### config.mk
export PLATFORM = sky130hd
export DESIGN_NAME = serial_subtractor
export DESIGN_NICKNAME = d
export VERILOG_FILES = /design/src/rtl/serial_subtractor.sv
export SDC_FILE = /design/constraint.sdc
export NUM_CORES = 1
export LEC_CHECK = 0
export BUFFER_PORTS_ARGS = -buffer_cell sky130_fd_sc_hd__buf_4
export CORE_AREA = 10 10 66 68
export CTS_CLUSTER_SIZE = 28
export DETAILED_ROUTE_END_ITERATION = 10
export DIE_AREA = 0 0 76 78
export PLACE_DENSITY = 0.8
export SETUP_SLACK_MARGIN = 0.3
export SLEW_MARGIN = 20
export SYNTH_ARGS = -nofsm -noshare
export SYNTH_HDL_FRONTEND = slang
export SYNTH_SLANG_ARGS = --single-unit
### constraint.sdc
create_clock -name clk -period 3.1 [get_ports clk]
set_clock_uncertainty 0.15 [all_clocks]
set_input_delay 0 -clock clk [delete_from_list [all_inputs] [get_ports clk]]
set_output_delay 0 -clock clk [all_outputs]
set_load 0.005 [all_outputs]
### src/rtl/serial_subtractor.sv
// ---------------------------------------------------------------------------
// serial_subtractor
//    Bit-serial unsigned subtractor: diff = a - b - bin (mod 2^WIDTH),
//    one bit per clock, LSB first, with a registered borrow chain.
//
// Ports
//    clk    : system clock, rising-edge active
//    rst_n  : asynchronous active-low reset
//    start  : operation request, sampled only while idle
//    a, b   : minuend / subtrahend, captured when start is accepted
//    bin    : borrow-in, captured when start is accepted
//    busy   : high while bits are being shifted through
//    done   : one-cycle pulse, diff/bout hold the new result
//    diff   : last completed difference (held until the next completion)
//    bout   : last completed borrow-out (1 iff a < b + bin)
// ---------------------------------------------------------------------------
module serial_subtractor #(
   parameter int WIDTH = 8
) (
   input  logic             clk,
   input  logic             rst_n,
   input  logic             start,
   input  logic [WIDTH-1:0] a,
   input  logic [WIDTH-1:0] b,
   input  logic             bin,
   output logic             busy,
   output logic             done,
   output logic [WIDTH-1:0] diff,
   output logic             bout
);

   localparam int CW = (WIDTH > 1) ? $clog2(WIDTH) : 1;

   typedef enum logic [1:0] {IDLE, SHIFT, DONE} state_t;

   state_t           state_reg, state_next;
   logic [WIDTH-1:0] a_sh_reg, b_sh_reg, res_sh_reg, diff_reg;
   logic             borrow_reg, bout_reg;
   logic [CW-1:0]    count_reg;

   logic             a0, b0, d, nb, last;
   logic [WIDTH-1:0] res_shifted;

   // Full-subtractor step on the current operand LSBs and borrow.
   assign a0   = a_sh_reg[0];
   assign b0   = b_sh_reg[0];
   assign d    = a0 ^ b0 ^ borrow_reg;
   assign nb   = (~a0 & b0) | (~(a0 ^ b0) & borrow_reg);
   assign last = (count_reg == CW'(WIDTH - 1));

   // Result fills from the MSB end, so after WIDTH shifts bit 0 holds the
   // first (LSB) difference bit.
   generate
      if (WIDTH == 1) begin : g_res_one
         assign res_shifted = d;
      end else begin : g_res_multi
         assign res_shifted = {d, res_sh_reg[WIDTH-1:1]};
      end
   endgenerate

   // State register
   always_ff @(posedge clk or negedge rst_n) begin
      if (!rst_n) begin
         state_reg <= IDLE;
      end else begin
         state_reg <= state_next;
      end
   end

   // Next-state logic
   always_comb begin
      state_next = state_reg;
      case (state_reg)
         IDLE:    if (start) state_next = SHIFT;
         SHIFT:   if (last)  state_next = DONE;
         DONE:    state_next = IDLE;
         default: state_next = IDLE;
      endcase
   end

   // Output logic
   always_comb begin
      busy = 1'b0;
      done = 1'b0;
      case (state_reg)
         SHIFT:   busy = 1'b1;
         DONE:    done = 1'b1;
         default: ;
      endcase
   end

   assign diff = diff_reg;
   assign bout = bout_reg;

   // Datapath: operand capture, serial shifting and result publication.
   // diff/bout are only written on the final shift so they hold the previous
   // result throughout a following operation.
   always_ff @(posedge clk or negedge rst_n) begin
      if (!rst_n) begin
         a_sh_reg   <= '0;
         b_sh_reg   <= '0;
         res_sh_reg <= '0;
         borrow_reg <= 1'b0;
         count_reg  <= '0;
         diff_reg   <= '0;
         bout_reg   <= 1'b0;
      end else begin
         case (state_reg)
            IDLE: begin
               if (start) begin
                  a_sh_reg   <= a;
                  b_sh_reg   <= b;
                  borrow_reg <= bin;
                  count_reg  <= '0;
               end
            end
            SHIFT: begin
               a_sh_reg   <= a_sh_reg >> 1;
               b_sh_reg   <= b_sh_reg >> 1;
               res_sh_reg <= res_shifted;
               borrow_reg <= nb;
               count_reg  <= count_reg + 1'b1;
               if (last) begin
                  diff_reg <= res_shifted;
                  bout_reg <= nb;
               end
            end
            default: ;
         endcase
      end
   end

endmodule

==> reports/qor.yml, run 1 <==
cp-start-kind: "register"
hold_slack_ps: -6.97
ys_seq_area_frac: 0.556
grt_pass1_wl_microns: 6610
firstDrtPassIters: 4
hold_viol: 9
postCtsSetupBuffers: 0
rsz0062_at_grt: "false"
synth_common_cells: "dfrtp_1 (38), nand2_1 (30), o22a_1 (16), mux2_2 (8)"
period_share: 0.843
die_w_microns: 76
placedInstanceArea_sq_um: 1930
place_inst: 214
finalNonFillerCells: 245
p_leak_nw: 1.06
critPathArrivalTime_ps: 2700
max_freq_mhz: 383
critPathKind: "register to register"
core_area_sq_um: 3180
tightest_slew_ps: 814
pre_cts_ws_ps: 1000
io_pins: 31
syn2layout_area_growth_pct: 29.7
fill_cells: 226
clkSlewWorstSetupHoldPaths_ps: 110
via_count: 1306
crit_required_ps: 3190
register_area_sq_um: 951
die_y_microns: 78
violations: "negative hold slack"
clk_latency_ps: 340
relSlewSlack: 0.457
ys_ff_latch: 38
cts_tree: "built"
start_util: 0.538
endpoint_kind: "register"
outcome: "finished with violations"
synth_area_leaders: "dfrtp_1 (56%), o22a_1 (8.2%), nand2_1 (6.6%)"
avgSynthCellArea_sq_um: 11.7
cts_buffers: 5
finalSetupTns_ps: 0
final_max_slew_viol_count: 0
antenna_found_initial: 0
pwr_density_cell_nw_per_um2: 877
routedWlPerCell_microns: 15.2
async_flop_share: 1.00
cts-root-buf: "clkbuf_4"
grt_pass1_vias: 1386
vias_per_cell: 5.33
synth.top_cell.area_share: 0.556
final_antenna_net_count: 0
synth.net_count: 169
drv_cap: 0
routed_wl_microns: 3720
worst_slack_ps: 488
cts.sinks: 38
grt_usage: 0.135
cts_max_level: 2
multi_input_area_sq_um: 676
drive_gt1_frac: 0.261
grt_max_degree: 39
gp_congestion: 0.845
critPathMaxFanout: 29
port-buffer-count: 30
clk_path_buf_depth: 2
synthCells: 146
dp_hpwl_microns: 2520
nets: 221
die-area_sq_um: 5930
synth-edff-count: 0
yosysWarnings: 0
yosys_most_used_dff: "dfrtp_1"
grt-ovfl-total: 0
diodes: 0
cts_resized: 0
hold_path.class: "input port to asynchronous set/reset pin"
final_area_sq_um: 2220
first_iter_violations: 101
row_count: 21
hold_buffers: 23
netlist.top_cell.by_area: "dfrtp_1"
setup_viol: 0
vdd_drop_max_mv: 0.423
synth_area_sq_um: 1710
final.min_clock_period_ps: 2610
drc: 0
synth_cell_type_count: 30
yosysMostFrequentCell: "dfrtp_1"
critical path, stage by stage (launching register included):
cell	delay, ps
dfrtp_1	880
or2b_1	390
inv_2	200
a22oi_1	220
nand3_1	100
dlygate4sd3_1	560
area by class of cell:
| class | count | area share |
|---|---|---|
| Sequential cell | 38 | 0.429 |
| Multi-Input combinational cell | 95 | 0.305 |
| Timing Repair Buffer | 53 | 0.205 |
| Tap cell | 46 | 0.0259 |
| Clock buffer | 7 | 0.0248 |
| Inverter | 5 | 0.00846 |
| Clock inverter | 1 | 0.00226 |
power by group:
part	switching [W]	leakage, nW	internal [W]	total [W]
Combinational	0.000325	0.562	0.000448	0.000774
Clock	0.000160	0.0353	0.000110	0.000270
Sequential	0.000180	0.461	0.000722	0.000902
Total	0.000665	1.06	0.00128	0.00195
worst paths after layout:
path,from,to,slack (ps),cells past startpoint
worst max register to register,state_reg[1],a_sh_reg[0],490,5
max in group asynchronous,rst_n,diff[1],2460,2
min in group clk,bin,borrow_reg,290,4
worst min-delay path,rst_n,a_sh_reg[4],-7,2
worst max-delay path,state_reg[1],a_sh_reg[0],490,5
worst min register to register,bout,bout,350,2
kinds of logic (layout without fill, tap and decap cells):
group                    count (synthesis)  in the layout  synth area share
adder cells (fa/ha/maj)                  3              3            0.0263
buffers and inverters                   13             66            0.0490
multiplexers                             8              8            0.0527
flip-flops                              38             38             0.556
AND/OR/NAND/NOR                         50             50             0.157
AO/OA/AOI/OAI                           34             34             0.159
cells in the final DEF, fill, tap and decap left out, drive strengths merged:
cell,instances
o21ai,6
inv,5
nand3b,5
clkbuf,7
or2b,2
a21oi,1
a2bb2oi,1
dfrtp,38
nor2,2
nand2,30
nor2b,1
fa,1
dlygate4sd3,23
ha,2
mux2,8
clkinv,1
a32o,1
and2b,2
a221o,2
o21bai,1
nand2b,3
o221a,1
buf,30
a22o,2
o22a,16
or4b,1
nand3,4
a22oi,3
per-stage QoR:
step	power, W	hold WS, ps	utilization
after floorplan	0.00140	-446	-
after global placement	0.00159	-166	0.606
after detailed placement	0.00164	-160	0.606
after CTS	0.00196	11.1	0.698
after global routing	0.00211	20.6	0.698
final	0.00195	-6.97	0.698
layer usage:
metal | track usage | routed length (microns) | vias to the layer above
met4 | 0.0549 | 56 | 0
met3 | 0.0622 | 332 | 8
li1 | - | - | 624
met2 | 0.210 | 1750 | 51
met1 | 0.159 | 1580 | 623
met5 | 0 | 0 | -
Power figures use the tool's default switching activity.
==> run 2: changes to the inputs <==
Settings changed: ABC_AREA set to 1, CORE_AREA 10 10 66 68 to 10 10 72 74, DIE_AREA 0 0 76 78 to 0 0 82 84, PLACE_DENSITY 0.8 to 0.74.
Clock period 3.1 ns to 2.3 ns, I/O delays scaled along.
==> run 2 against run 1 <==
The flow now finishes without violations. Worst hold slack improved by 72 ps. Register-to-register slack improved by 130 ps. Largest cell class unchanged. Clock power increased by 110%. Via count increased by 15%. Fmax increased by 56%. Power increased by 55%. Die area increased by 16%. Count of clock-buffer cells in the layout decreased by 1. Setup slack improved by 130 ps. Sequential share of layout area decreased by 3.1 points. Sequential power increased by 31%. Synthesized cell count increased by 53%.
==> reports/qor.yml, run 2 <==
nets: 296  # +34%
routedWlPerCell_microns: 12.0  # -21%
rsz0062_at_grt: "false"
critPathMaxFanout: 16  # -45%
grt-ovfl-total: 0  # unchanged
tightest_slew_ps: 512  # -302 ps
fill_cells: 363  # +61%
yosysMostFrequentCell: "nand2_1"
final_antenna_net_count: 0  # unchanged
multi_input_area_sq_um: 658  # -2.6%
synth-edff-count: 0  # unchanged
cts_resized: 0  # unchanged
core_area_sq_um: 3860  # +21%
cts_tree: "built"
vdd_drop_max_mv: 0.770  # +82%
async_flop_share: 1.00  # unchanged
drive_gt1_frac: 0.205  # -0.0562
period_share: 0.729  # -0.113
drv_cap: 0  # unchanged
clk_path_buf_depth: 2  # unchanged
setup_viol: 0  # unchanged
critPathArrivalTime_ps: 1750  # -950 ps
netlist.top_cell.by_area: "dfrtp_1"
synth.net_count: 246  # +46%
cp-start-kind: "register"
start_util: 0.481  # -0.0574
die_y_microns: 84  # +7.7%
outcome: "completed"
pwr_density_cell_nw_per_um2: 1260  # +43%
clkSlewWorstSetupHoldPaths_ps: 70  # -40 ps
final.min_clock_period_ps: 1680  # -935 ps
ys_seq_area_frac: 0.513  # -0.0428
first_iter_violations: 130  # +29%
p_leak_nw: 1.32  # +25%
grt_usage: 0.129  # -0.00633
synth_area_leaders: "dfrtp_1 (51%), nand2_1 (15%), inv_1 (8.5%)"
synth.top_cell.area_share: 0.513  # -0.0428
io_pins: 31  # unchanged
clk_latency_ps: 280  # -60 ps
crit_required_ps: 2370  # -820 ps
die-area_sq_um: 6890  # +16%
ys_ff_latch: 38  # unchanged
register_area_sq_um: 951  # unchanged
syn2layout_area_growth_pct: 29.2
critPathKind: "register to register"
endpoint_kind: "register"
fin_util: 0.621  # -0.0771
relSlewSlack: 0.657  # +0.200
synth_area_sq_um: 1850  # +8.3%
yosysWarnings: 0  # unchanged
postCtsSetupBuffers: 0  # unchanged
cts_max_level: 2  # unchanged
finalSetupTns_ps: 0  # unchanged
layout_common_cells: "nand2_1 (72), inv_1 (42), dfrtp_1 (38)"
final_max_slew_viol_count: 0  # unchanged
diodes: 0  # unchanged
port-buffer-count: 30  # unchanged
grt_pass1_vias: 1605  # +16%
synth_cell_type_count: 18  # -40%
vias_per_cell: 4.66  # -13%
gp_congestion: 0.747  # -12%
grt_pass1_wl_microns: 7310  # +11%
cts_buffers: 5  # unchanged
grt_max_degree: 39  # unchanged
dp_hpwl_microns: 2640  # +4.6%
antenna_found_initial: 0  # unchanged
max_freq_mhz: 596  # +56%
hold_path.class: "input port to asynchronous set/reset pin"
cts.sinks: 38  # unchanged
avgSynthCellArea_sq_um: 8.31  # -29%
synth_common_cells: "nand2_1 (72), inv_1 (42), dfrtp_1 (38), nand3_1 (31), o21ai_0 (10)"
routed_wl_microns: 3880  # +4.1%
yosys_most_used_dff: "dfrtp_1"
die_w_microns: 82  # +7.9%
synthCells: 223  # +53%
cts-root-buf: "clkbuf_8"
drc: 0  # unchanged
mostFrequentLayoutCell: "nand2_1"
row_count: 23  # +9.5%
hold_viol: 0  # -9
via_count: 1505  # +15%
firstDrtPassIters: 4  # unchanged
[run 2: cell types whose count changed in the layout (fill, tap and decap cells not counted), moves of 5 or more]
| cell | delta |
|---|---|
| clkbuf_4 | -5 |
| clkbuf_8 | +5 |
| inv_1 | +39 |
| mux2_2 | -8 |
| nand2_1 | +42 |
| nand3_1 | +27 |
| o21ai_0 | +6 |
| o21ai_2 | +8 |
| o22a_1 | -16 |
[run 2: path summary, 6_finish.rpt]
check                              startpoint           to  slack [ps]  depth (start not counted)
worst min register to register  res_sh_reg[1]      diff[0]         330                          2
worst min-delay path                    rst_n  a_sh_reg[6]          70                          2
max in group asynchronous               rst_n      diff[7]        1600                          2
min in group clk                res_sh_reg[1]      diff[0]         330                          2
worst max register to register   state_reg[1]  b_sh_reg[6]         620                          6
worst max-delay path             state_reg[1]  b_sh_reg[6]         620                          6
[run 2: repair_timing]
item / CTS / global route
hold buffers: 19 / 0
hold endpoints to repair: 56 / 0
setup endpoints to repair: 0 / 0
[run 2: cells by family after synthesis]
family | count (synthesis) | share of synthesized area
AND/OR/NAND/NOR | 109 | 0.253
buffers and inverters | 53 | 0.132
flip-flops | 38 | 0.513
AO/OA/AOI/OAI | 20 | 0.0783
adder cells (fa/ha/maj) | 3 | 0.0243
[run 2: final cells by class]
type,count,area share
Multi-Input combinational cell,132,0.275
Inverter,43,0.0685
Clock buffer,6,0.0345
Timing Repair Buffer,53,0.186
Tap cell,50,0.0261
Sequential cell,38,0.397
Clock inverter,1,0.0125
[run 2: through the flow]
| stage | cells | hold slack [ps] | total power, W | setup WS [ps] | area (sq um) |
|---|---|---|---|---|---|
| after floorplan | 223 | -446 | 0.00208 | 914 | 1850 |
| after global placement | 297 | -157 | 0.00239 | 680 | 2090 |
| after detailed placement | 297 | -155 | 0.00244 | 618 | 2090 |
| after CTS | 323 | 86.8 | 0.00305 | 597 | 2390 |
| after global routing | 323 | 109 | 0.00332 | 435 | 2390 |
| final | 323 | 65.1 | 0.00301 | 622 | 2390 |
[run 2: per-layer routing]
metal	share of wire	vias up	GRT usage
li1	-	771	-
met1	0.48	697	0.170
met2	0.46	31	0.198
met3	0.052	6	0.0399
met4	0.011	0	0.0325
met5	0	-	0
[run 2: where the power goes]
part	internal, W	switching (W)	total, W	leakage (nW)
Combinational	0.000546	0.000716	0.00126	0.790
Sequential	0.000986	0.000190	0.00118	0.470
Clock	0.000347	0.000227	0.000574	0.0573
Total	0.00188	0.00113	0.00301	1.32
[run 2: worst max-delay path: stages (launching register included)]
cell and delay (ps):
dfrtp_1 410, inv_1 260, nand2_1 130, buf_4 220
nand2_2 250, nand3_1 120, nand2_1 90
